## src/rtl/bnn_ocr_pkg.sv

```systemverilog
// bnn_ocr_pkg: shared image geometry, buffer states and controller/buffer status codes
package bnn_ocr_pkg;
  localparam int IMG_BYTES = 113;
  localparam int IMG_ADDR_W = 7;
  typedef enum logic [1:0] {S_SWEEP, S_FILL, S_FULL} buf_state_t;
  localparam logic [1:0] ST_IDLE = 2'd0;
  localparam logic [1:0] ST_BUSY = 2'd1;
  localparam logic [1:0] ST_DONE = 2'd2;
  localparam logic [1:0] ST_ERROR = 2'd3;
endpackage

```

## src/rtl/image_buffer_ram.sv

```systemverilog
// image_buffer_ram: simple dual-port RAM, one write port and one registered read port
module image_buffer_ram #(
  parameter int DEPTH = 113,
  parameter int ADDR_W = 7,
  parameter int DATA_W = 8
) (
  input  logic              clk,
  input  logic              rst_n,
  input  logic              we,
  input  logic [ADDR_W-1:0] waddr,
  input  logic [DATA_W-1:0] wdata,
  input  logic              re,
  input  logic [ADDR_W-1:0] raddr,
  output logic [DATA_W-1:0] rdata
);
  logic [DATA_W-1:0] mem [DEPTH];
  logic [DATA_W-1:0] rdata_q, rdata_d;
  // addresses past the image read as zero rather than whatever the array holds
  always_comb rdata_d = !re ? rdata_q : ({1'b0, raddr} < (ADDR_W+1)'(DEPTH)) ? mem[raddr] : '0;
  always_ff @(posedge clk) if (we) mem[waddr] <= wdata;
  always_ff @(posedge clk or negedge rst_n) begin
    if (!rst_n) rdata_q <= '0;
    else rdata_q <= rdata_d;
  end
  assign rdata = rdata_q;
endmodule

```

## src/rtl/image_buffer.sv

```systemverilog
// image_buffer: handshaken sequential image store with zeroing sweep and registered read port
module image_buffer
  import bnn_ocr_pkg::*;
#(
  parameter int IMG_BYTES = bnn_ocr_pkg::IMG_BYTES,
  parameter int ADDR_W = bnn_ocr_pkg::IMG_ADDR_W,
  parameter int DATA_W = 8
) (
  input  logic              clk,
  input  logic              rst_n,
  input  logic              buffer_write_request,
  input  logic [DATA_W-1:0] buffer_write_data,
  output logic              buffer_write_ready,
  output logic              write_ack,
  input  logic              clear,
  output logic              buffer_full,
  output logic              buffer_empty,
  output logic [ADDR_W:0]   wr_count,
  input  logic              bnn_rd_en,
  input  logic [ADDR_W-1:0] bnn_rd_addr,
  output logic [DATA_W-1:0] bnn_rd_data,
  output logic              bnn_rd_valid
);
  buf_state_t state_q, state_d;
  logic [ADDR_W-1:0] sweep_ptr_q, sweep_ptr_d;
  logic [ADDR_W:0] wr_ptr_q, wr_ptr_d;
  logic clear_q, ack_q, ack_d, full_q, full_d, empty_q, empty_d, rd_valid_q;
  logic clear_rise, accept, sweeping, ram_we;
  logic [ADDR_W-1:0] ram_waddr;
  logic [DATA_W-1:0] ram_wdata;
  // only a rising clear restarts the sweep; a held clear just blocks writes
  always_comb begin
    sweeping = state_q == S_SWEEP;
    clear_rise = clear && !clear_q;
    buffer_write_ready = state_q == S_FILL && !clear && !ack_q;
    accept = buffer_write_request && buffer_write_ready;
    state_d = clear_rise ? S_SWEEP
            : (sweeping && sweep_ptr_q == ADDR_W'(IMG_BYTES - 1)) ? S_FILL
            : (accept && wr_ptr_q == (ADDR_W+1)'(IMG_BYTES - 1)) ? S_FULL
            : state_q;
    sweep_ptr_d = clear_rise ? '0 : sweeping ? sweep_ptr_q + 1'b1 : sweep_ptr_q;
    wr_ptr_d = clear_rise ? '0 : accept ? wr_ptr_q + 1'b1 : wr_ptr_q;
    ack_d = accept;
    full_d = state_d == S_FULL;
    empty_d = state_q == S_FILL && state_d == S_FILL && wr_ptr_d == '0;
    ram_we = sweeping || accept;
    ram_waddr = sweeping ? sweep_ptr_q : wr_ptr_q[ADDR_W-1:0];
    ram_wdata = sweeping ? '0 : buffer_write_data;
  end
  always_ff @(posedge clk or negedge rst_n) begin
    if (!rst_n) begin
      state_q <= S_SWEEP;
      sweep_ptr_q <= '0;
      wr_ptr_q <= '0;
      clear_q <= 1'b0;
      ack_q <= 1'b0;
      full_q <= 1'b0;
      empty_q <= 1'b0;
      rd_valid_q <= 1'b0;
    end else begin
      state_q <= state_d;
      sweep_ptr_q <= sweep_ptr_d;
      wr_ptr_q <= wr_ptr_d;
      clear_q <= clear;
      ack_q <= ack_d;
      full_q <= full_d;
      empty_q <= empty_d;
      rd_valid_q <= bnn_rd_en;
    end
  end
  image_buffer_ram #(.DEPTH(IMG_BYTES), .ADDR_W(ADDR_W), .DATA_W(DATA_W)) u_ram (
    .clk(clk),
    .rst_n(rst_n),
    .we(ram_we),
    .waddr(ram_waddr),
    .wdata(ram_wdata),
    .re(bnn_rd_en),
    .raddr(bnn_rd_addr),
    .rdata(bnn_rd_data)
  );
  assign write_ack = ack_q;
  assign buffer_full = full_q;
  assign buffer_empty = empty_q;
  assign wr_count = wr_ptr_q;
  assign bnn_rd_valid = rd_valid_q;
endmodule
```

## config.mk

```make
export PLATFORM = sky130hd
export DESIGN_NAME = image_buffer
export DESIGN_NICKNAME = d
export VERILOG_FILES = /design/src/rtl/bnn_ocr_pkg.sv /design/src/rtl/image_buffer_ram.sv /design/src/rtl/image_buffer.sv
export SDC_FILE = /design/constraint.sdc
export NUM_CORES = 1
export LEC_CHECK = 0
export CAP_MARGIN = 20
export CORE_MARGIN = 3
export CORE_UTILIZATION = 25
export CTS_BUF_LIST = sky130_fd_sc_hd__clkbuf_8 sky130_fd_sc_hd__clkbuf_16
export CTS_CLUSTER_SIZE = 16
export DETAILED_ROUTE_END_ITERATION = 12
export GPL_TIMING_DRIVEN = 0
export PLACE_DENSITY = 0.37
export SETUP_SLACK_MARGIN = 0.02
export SYNTH_ARGS = -nofsm -noshare
export SYNTH_HDL_FRONTEND = slang
export SYNTH_SLANG_ARGS = --single-unit
```

## constraint.sdc

```tcl
create_clock -name clk -period 3.6 [get_ports clk]
set_input_delay 0.72 -clock clk [delete_from_list [all_inputs] [get_ports clk]]
set_output_delay 0.72 -clock clk [all_outputs]
set_load 0.02 [all_outputs]
```

# After elaboration in Yosys (flattened, before gate mapping)
# Memory sizes are Yosys's and may differ from the RTL's.
# Index checks and enable logic that the tools add are counted.
[totals] wordCells=45 n_memories=1 output_inout_bits=21 regBits=30 mem_bits_rw=904
[mem_list] name="u_ram.mem" words=113 word_bits=8 read_ports=1 rd_ports_with_merged_regs=0 write_ports=1 line="image_buffer_ram.sv:16" text="logic [DATA_W-1:0] mem [DEPTH];"
[classes] n_mux=12 n_lt_le_gt_ge=1 eq_ne=5 addsub=2 reduce_logical=15
[op_table] cell="$mux W8" count=4
[op_table] cell="$mux W7" count=3
[op_table] cell="$add A8 B1 Y8 const B" count=1
[op_table] cell="$eq A8 B7 Y1 const B" count=1
[op_table] cell="$logic_and A1 B1 Y1" count=8
[op_table] cell="$logic_not A8 Y1" count=1
[op_table] cell="$add A7 B1 Y7 const B" count=1
[op_table] cell="$eq A7 B7 Y1 const B" count=1
[op_table] cell="$lt A7 B7 Y1 const B" count=1
[op_table] cell="$mux W2" count=3
[op_table] cell="$eq A2 B1 Y1 const B" count=2
[op_table] cell="$logic_not A1 Y1" count=3
[op_table] cell="$eq A2 B2 Y1 const B" count=1
[op_table] cell="$logic_not A2 Y1" count=1
[op_table] cell="$mux W1" count=2
[op_table] cell="$reduce_bool A2 Y1" count=1
[op_table] cell="$logic_or A1 B1 Y1" count=1

# Logic depth before layout (Yosys ltp)
[logic_depth] ltp_word=11 depth_mapped=10 mapped_depth_nobuf=7

# Cells and area by module
# Synthesis repeated with hierarchy kept, for this count alone.
[unflattened] cells_unflattened=1837 area_unflattened_um2=36872.9
[modules_own_cells] module="image_buffer_ram" cells_each=1697 seq_area_each_um2=27346.2 instances=1 area_each_um2=35585.4
[modules_own_cells] module="image_buffer" cells_each=140 seq_area_each_um2=550.5 instances=1 area_each_um2=1287.5

# Worst setup path before layout
# Ideal clock, no wire load.
[synth_path] path_kind="input to register" start="input port clear" end="memory u_ram.mem[32][0] (enable)" stages=6 path_buffers=1 arrival_ns=2.502 setup_time_ns=0.370 path_slack_ns=0.728 cell_sequence="nor4b_4 -> nand2_2 -> o22ai_1 -> nand2_1 -> clkbuf_1 -> nor2_1"
[synth_between] elab_chain_cells=7
[synth_lines] item="from (decl)" line="image_buffer.sv:15" text="input logic clear,"
[synth_lines] item="$logic_not A1 Y1" line="image_buffer.sv:35" text="buffer_write_ready = state_q == S_FILL && !clear && !ack_q;"
[synth_lines] item="$logic_and A1 B1 Y1 (2 in series)" line="image_buffer.sv:35"
[synth_lines] item="$logic_and A1 B1 Y1" line="image_buffer.sv:36" text="accept = buffer_write_request && buffer_write_ready;"
[synth_lines] item="$logic_or A1 B1 Y1" line="image_buffer.sv:46" text="ram_we = sweeping || accept;"
[synth_lines] item="$mux W1" line="image_buffer_ram.sv:20" text="always_ff @(posedge clk) if (we) mem[waddr] <= wdata;"
[synth_lines] item="$mux W1 (not written as such)" line="image_buffer_ram.sv:20"
[synth_lines] item="to (decl)" line="image_buffer_ram.sv:16"
# Every way passes these cells.

# Worst setup path in the final report
[layout_path] start="input port bnn_rd_addr[3]" end="register u_ram.rdata_q[1] (netlist: u_ram.rdata[1])"
[layout_between] elab_chain_cells=2
[layout_lines] item="from (decl)" line="image_buffer.sv:20" text="input logic [ADDR_W-1:0] bnn_rd_addr,"
[layout_lines] item="$mem_v2 Z113 W8 / $lt A7 B7 Y1 (equally long branches)"
[layout_lines] item="$mux W8 *" line="image_buffer_ram.sv:19" text="always_comb rdata_d = !re ? rdata_q : ({1'b0, raddr} < (ADDR_W+1)'(DEPTH)) ? mem[raddr] : '0;"
[layout_lines] item="to (signal assigned)" line="image_buffer_ram.sv:23" text="else rdata_q <= rdata_d;"
[layout_lines] item="to (decl)" line="image_buffer_ram.sv:17" text="logic [DATA_W-1:0] rdata_q, rdata_d;"
# Mark *: on every way between the ends. The rest lies on a longest branch, timed or not.
# A chain may end at the register's enable or synchronous reset.

==> impl_metrics.tcl <==
set metrics [dict create \
    synth-edff-count 904 \
    clock_power_share 0.431 \
    status "completed" \
    switching_share 0.237 \
    relSlewSlack 0.262 \
    antenna_found_initial 6 \
    timing.max_cap.violations 0 \
    hold_violations 0 \
    startpoint_type "input pin" \
    ff2ff_setup_slack_ps 80 \
    cts_max_level 3 \
    cts_root_buf "clkbuf_16" \
    fp.dieH_um 389 \
    power.leakage_uw 0.0140 \
    avgRoutedWirePerCell_um 27.4 \
    worst_slew_pin_slew_ps 1100 \
    syn-mean-instance-area_sq_um 19.8 \
    p_seq_frac 0.495 \
    drv_slew 0 \
    initial_core_util 0.254 \
    cp-end-kind "flip-flop" \
    ant_nets 0 \
    vias 18300 \
    crit_path_start "bnn_rd_addr[3]" \
    worstPathRequired_ps 4220 \
    fin_worst_skew_ps 42.6 \
    syn_inst 1852 \
    firstDrtPassIters 5 \
    post_cts_buffers 0 \
    finalSetupViolCount 0 \
    comb_power_share 0.074 \
    clockBufferDepth 3 \
    coreArea_sq_um 145000 \
    cp_max_fo 8 \
    post-route-util 0.300 \
    yosysSeqAreaShare 0.760 \
    grt_pass1_wl_um 154000 \
    final_area_sq_um 43500 \
    cts_tree "done" \
    final_nets 2035 \
    place_area_sq_um 39700 \
    remaining_drc_errors 0 \
    gp_congestion 0.804 \
    r2r_start "state_q[1]$_DFF_PN0_" \
    rsz0062_at_grt "yes" \
    dp_hpwl_um 74200 \
    grt_use_total 0.145 \
    power_density_nw_per_um2 561 \
    dp_slack_ps -1020 \
    overflow 0 \
    synth_nets 1876 \
    fillCellCount 14200 \
    period_minus_slack_ps 3600 \
    period_share 0.999 \
    final_cell_mix "edfxtp_1, mux4_2, mux2i_1, clkbuf_16, nor2_2" \
    ys_async_sr_fraction 0.0321 \
    ir_drop_mv 0.354 \
    hold_class "in2async" \
    area_delta_synth_final_pct 18.5 \
    worstSetupPathType "in2reg" \
    p_switching_uw 5780 \
    post_drt_via_cell_ratio 4.58 \
    yosys.cell_types.count 56 \
    fmax_mhz 278 \
    syn_area_sq_um 36700 \
    numCtsBuffers 105 \
    synth_flop_cell "edfxtp_1" \
    intPower_uw 18600 \
    grt_pass1_vias 19300 \
    wirelength_um 110000 \
    clkTransAtPathRegs_ps 60 \
    layout_commonest_cell "edfxtp_1" \
    clk-insertion-delay-late_ps 720 \
    worstPathArrival_ps 4210 \
    die_x_um 389 \
    fp.dieArea_sq_um 151000 \
    io_pins 41 \
    numPortBuffers 35 \
    fin_ws_ps 4.36 \
    cts_sinks 934 \
    drive_above_1_share 0.250 \
    power_uw 24400 \
    num_rows 139 \
    tns_ps 0 \
    synth-seq-cells 934 \
    ys_warn_count 0 \
    grt_start_max_net_pins 82 \
    drtIter0Drc 1492 \
]
-- worst paths after layout --
kind,depth (start not counted),to
max in group asynchronous,3,sweep_ptr_q[0]$_DFFE_PN0P_
setup reg to reg,6,u_ram.mem[21][4]$_DFFE_PP_
setup / recovery,8,u_ram.rdata[1]$_DFFE_PN0P_
hold reg to reg,2,u_ram.rdata[1]$_DFFE_PN0P_
hold / removal,2,u_ram.rdata[3]$_DFFE_PN0P_
min in group clk,1,clear_q$_DFF_PN0_
-- repair_timing --
action	CTS	global route
endpoints found under the hold margin	9	0
resized for setup	61	54
hold buffers	1	0
setup endpoints to repair	567	695
-- sequential cells by signal, indices dropped and copies added (netlist names) --
signal,cells
bnn_rd_valid,1
u_ram.mem,904
wr_count,8
sweep_ptr_q,7
u_ram.rdata,8
write_ack,1
buffer_empty,1
buffer_full,1
state_q,2
clear_q,1
-- Yosys cell counts (4+ instances only) --
master	instances	area [sq um]
a211oi_1	8	60.1
a21oi_1	27	135
a22oi_1	32	240
a31oi_1	8	50.1
and2_1	13	81.3
buf_1	11	41.3
buf_2	30	150
buf_4	17	128
clkbuf_1	37	139
dfrtp_1	30	751
edfxtp_1	904	27100
ha_1	4	50.1
inv_1	10	37.5
mux2i_1	129	1290
mux4_2	190	4280
nand2_1	62	233
nand2b_1	12	75.1
nand3_1	18	90.1
nand3b_1	6	45.0
nor2_1	143	537
nor2b_1	11	68.8
nor3_1	9	45.0
o211ai_1	8	60.1
o21ai_0	35	175
o21ai_1	5	25.0
o221ai_1	7	61.3
o22ai_1	26	163
o311ai_0	6	52.6
o31ai_1	4	30.0
or3_1	7	43.8
xnor2_1	5	43.8
-- cell type report --
cell class,instances,area [sq um],area share
Antenna cell,1,2.50,0.0000576
Buffer,99,512,0.0118
Clock buffer,106,2650,0.0610
Clock inverter,89,724,0.0167
Inverter,11,41.3,0.000950
Multi-Input combinational cell,808,8590,0.198
Sequential cell,934,27900,0.642
Tap cell,1903,2380,0.0548
Timing Repair Buffer,52,674,0.0155
-- power by group through the flow --
stage          sequential (uW)  combinational, uW  clock, uW
2_1_floorplan            12300                880          0
6_report                 12100               1810      10500
5_1_grt                  12100               1910      11300
3_5_place_dp             12300               1770          0
3_3_place_gp             12300               1710          0
4_1_cts                  12100               1810      10800
-- cells by family (layout without fill, tap and decap cells) --
group | Yosys count | in the layout | synth area share
AOI/OAI and AO/OA | 175 | 175 | 0.0308
and+or+nand+nor | 301 | 301 | 0.0385
buffers and inverters | 110 | 357 | 0.0147
adders and majority gates | 4 | 4 | 0.00136
other | 0 | 1 | 0
muxes | 319 | 319 | 0.152
xor gates and xnor gates | 9 | 9 | 0.00235
DFF | 934 | 934 | 0.760
-- through the flow --
stage	std cells	hold slack [ps]
global placement	3790	593
global route	4002	529
finish	4003	545
CTS	4000	468
detailed placement	3804	601
floorplan	1852	424
-- critical path, cell delays in order --
cell	delay (ps)
clkdlybuf4s50_1	670
or2_2	410
buf_1	310
nor2_1	830
a22oi_1	260
o21ai_0	340
o21ai_0	440
o311ai_1	210
-- metal layers --
| layer | GRT usage | share of wire |
|---|---|---|
| met5 | 0 | 0 |
| met4 | 0.0444 | 0.027 |
| met3 | 0.0212 | 0.035 |
| met2 | 0.229 | 0.47 |
| met1 | 0.205 | 0.47 |
Power figures use the tool's default switching activity.
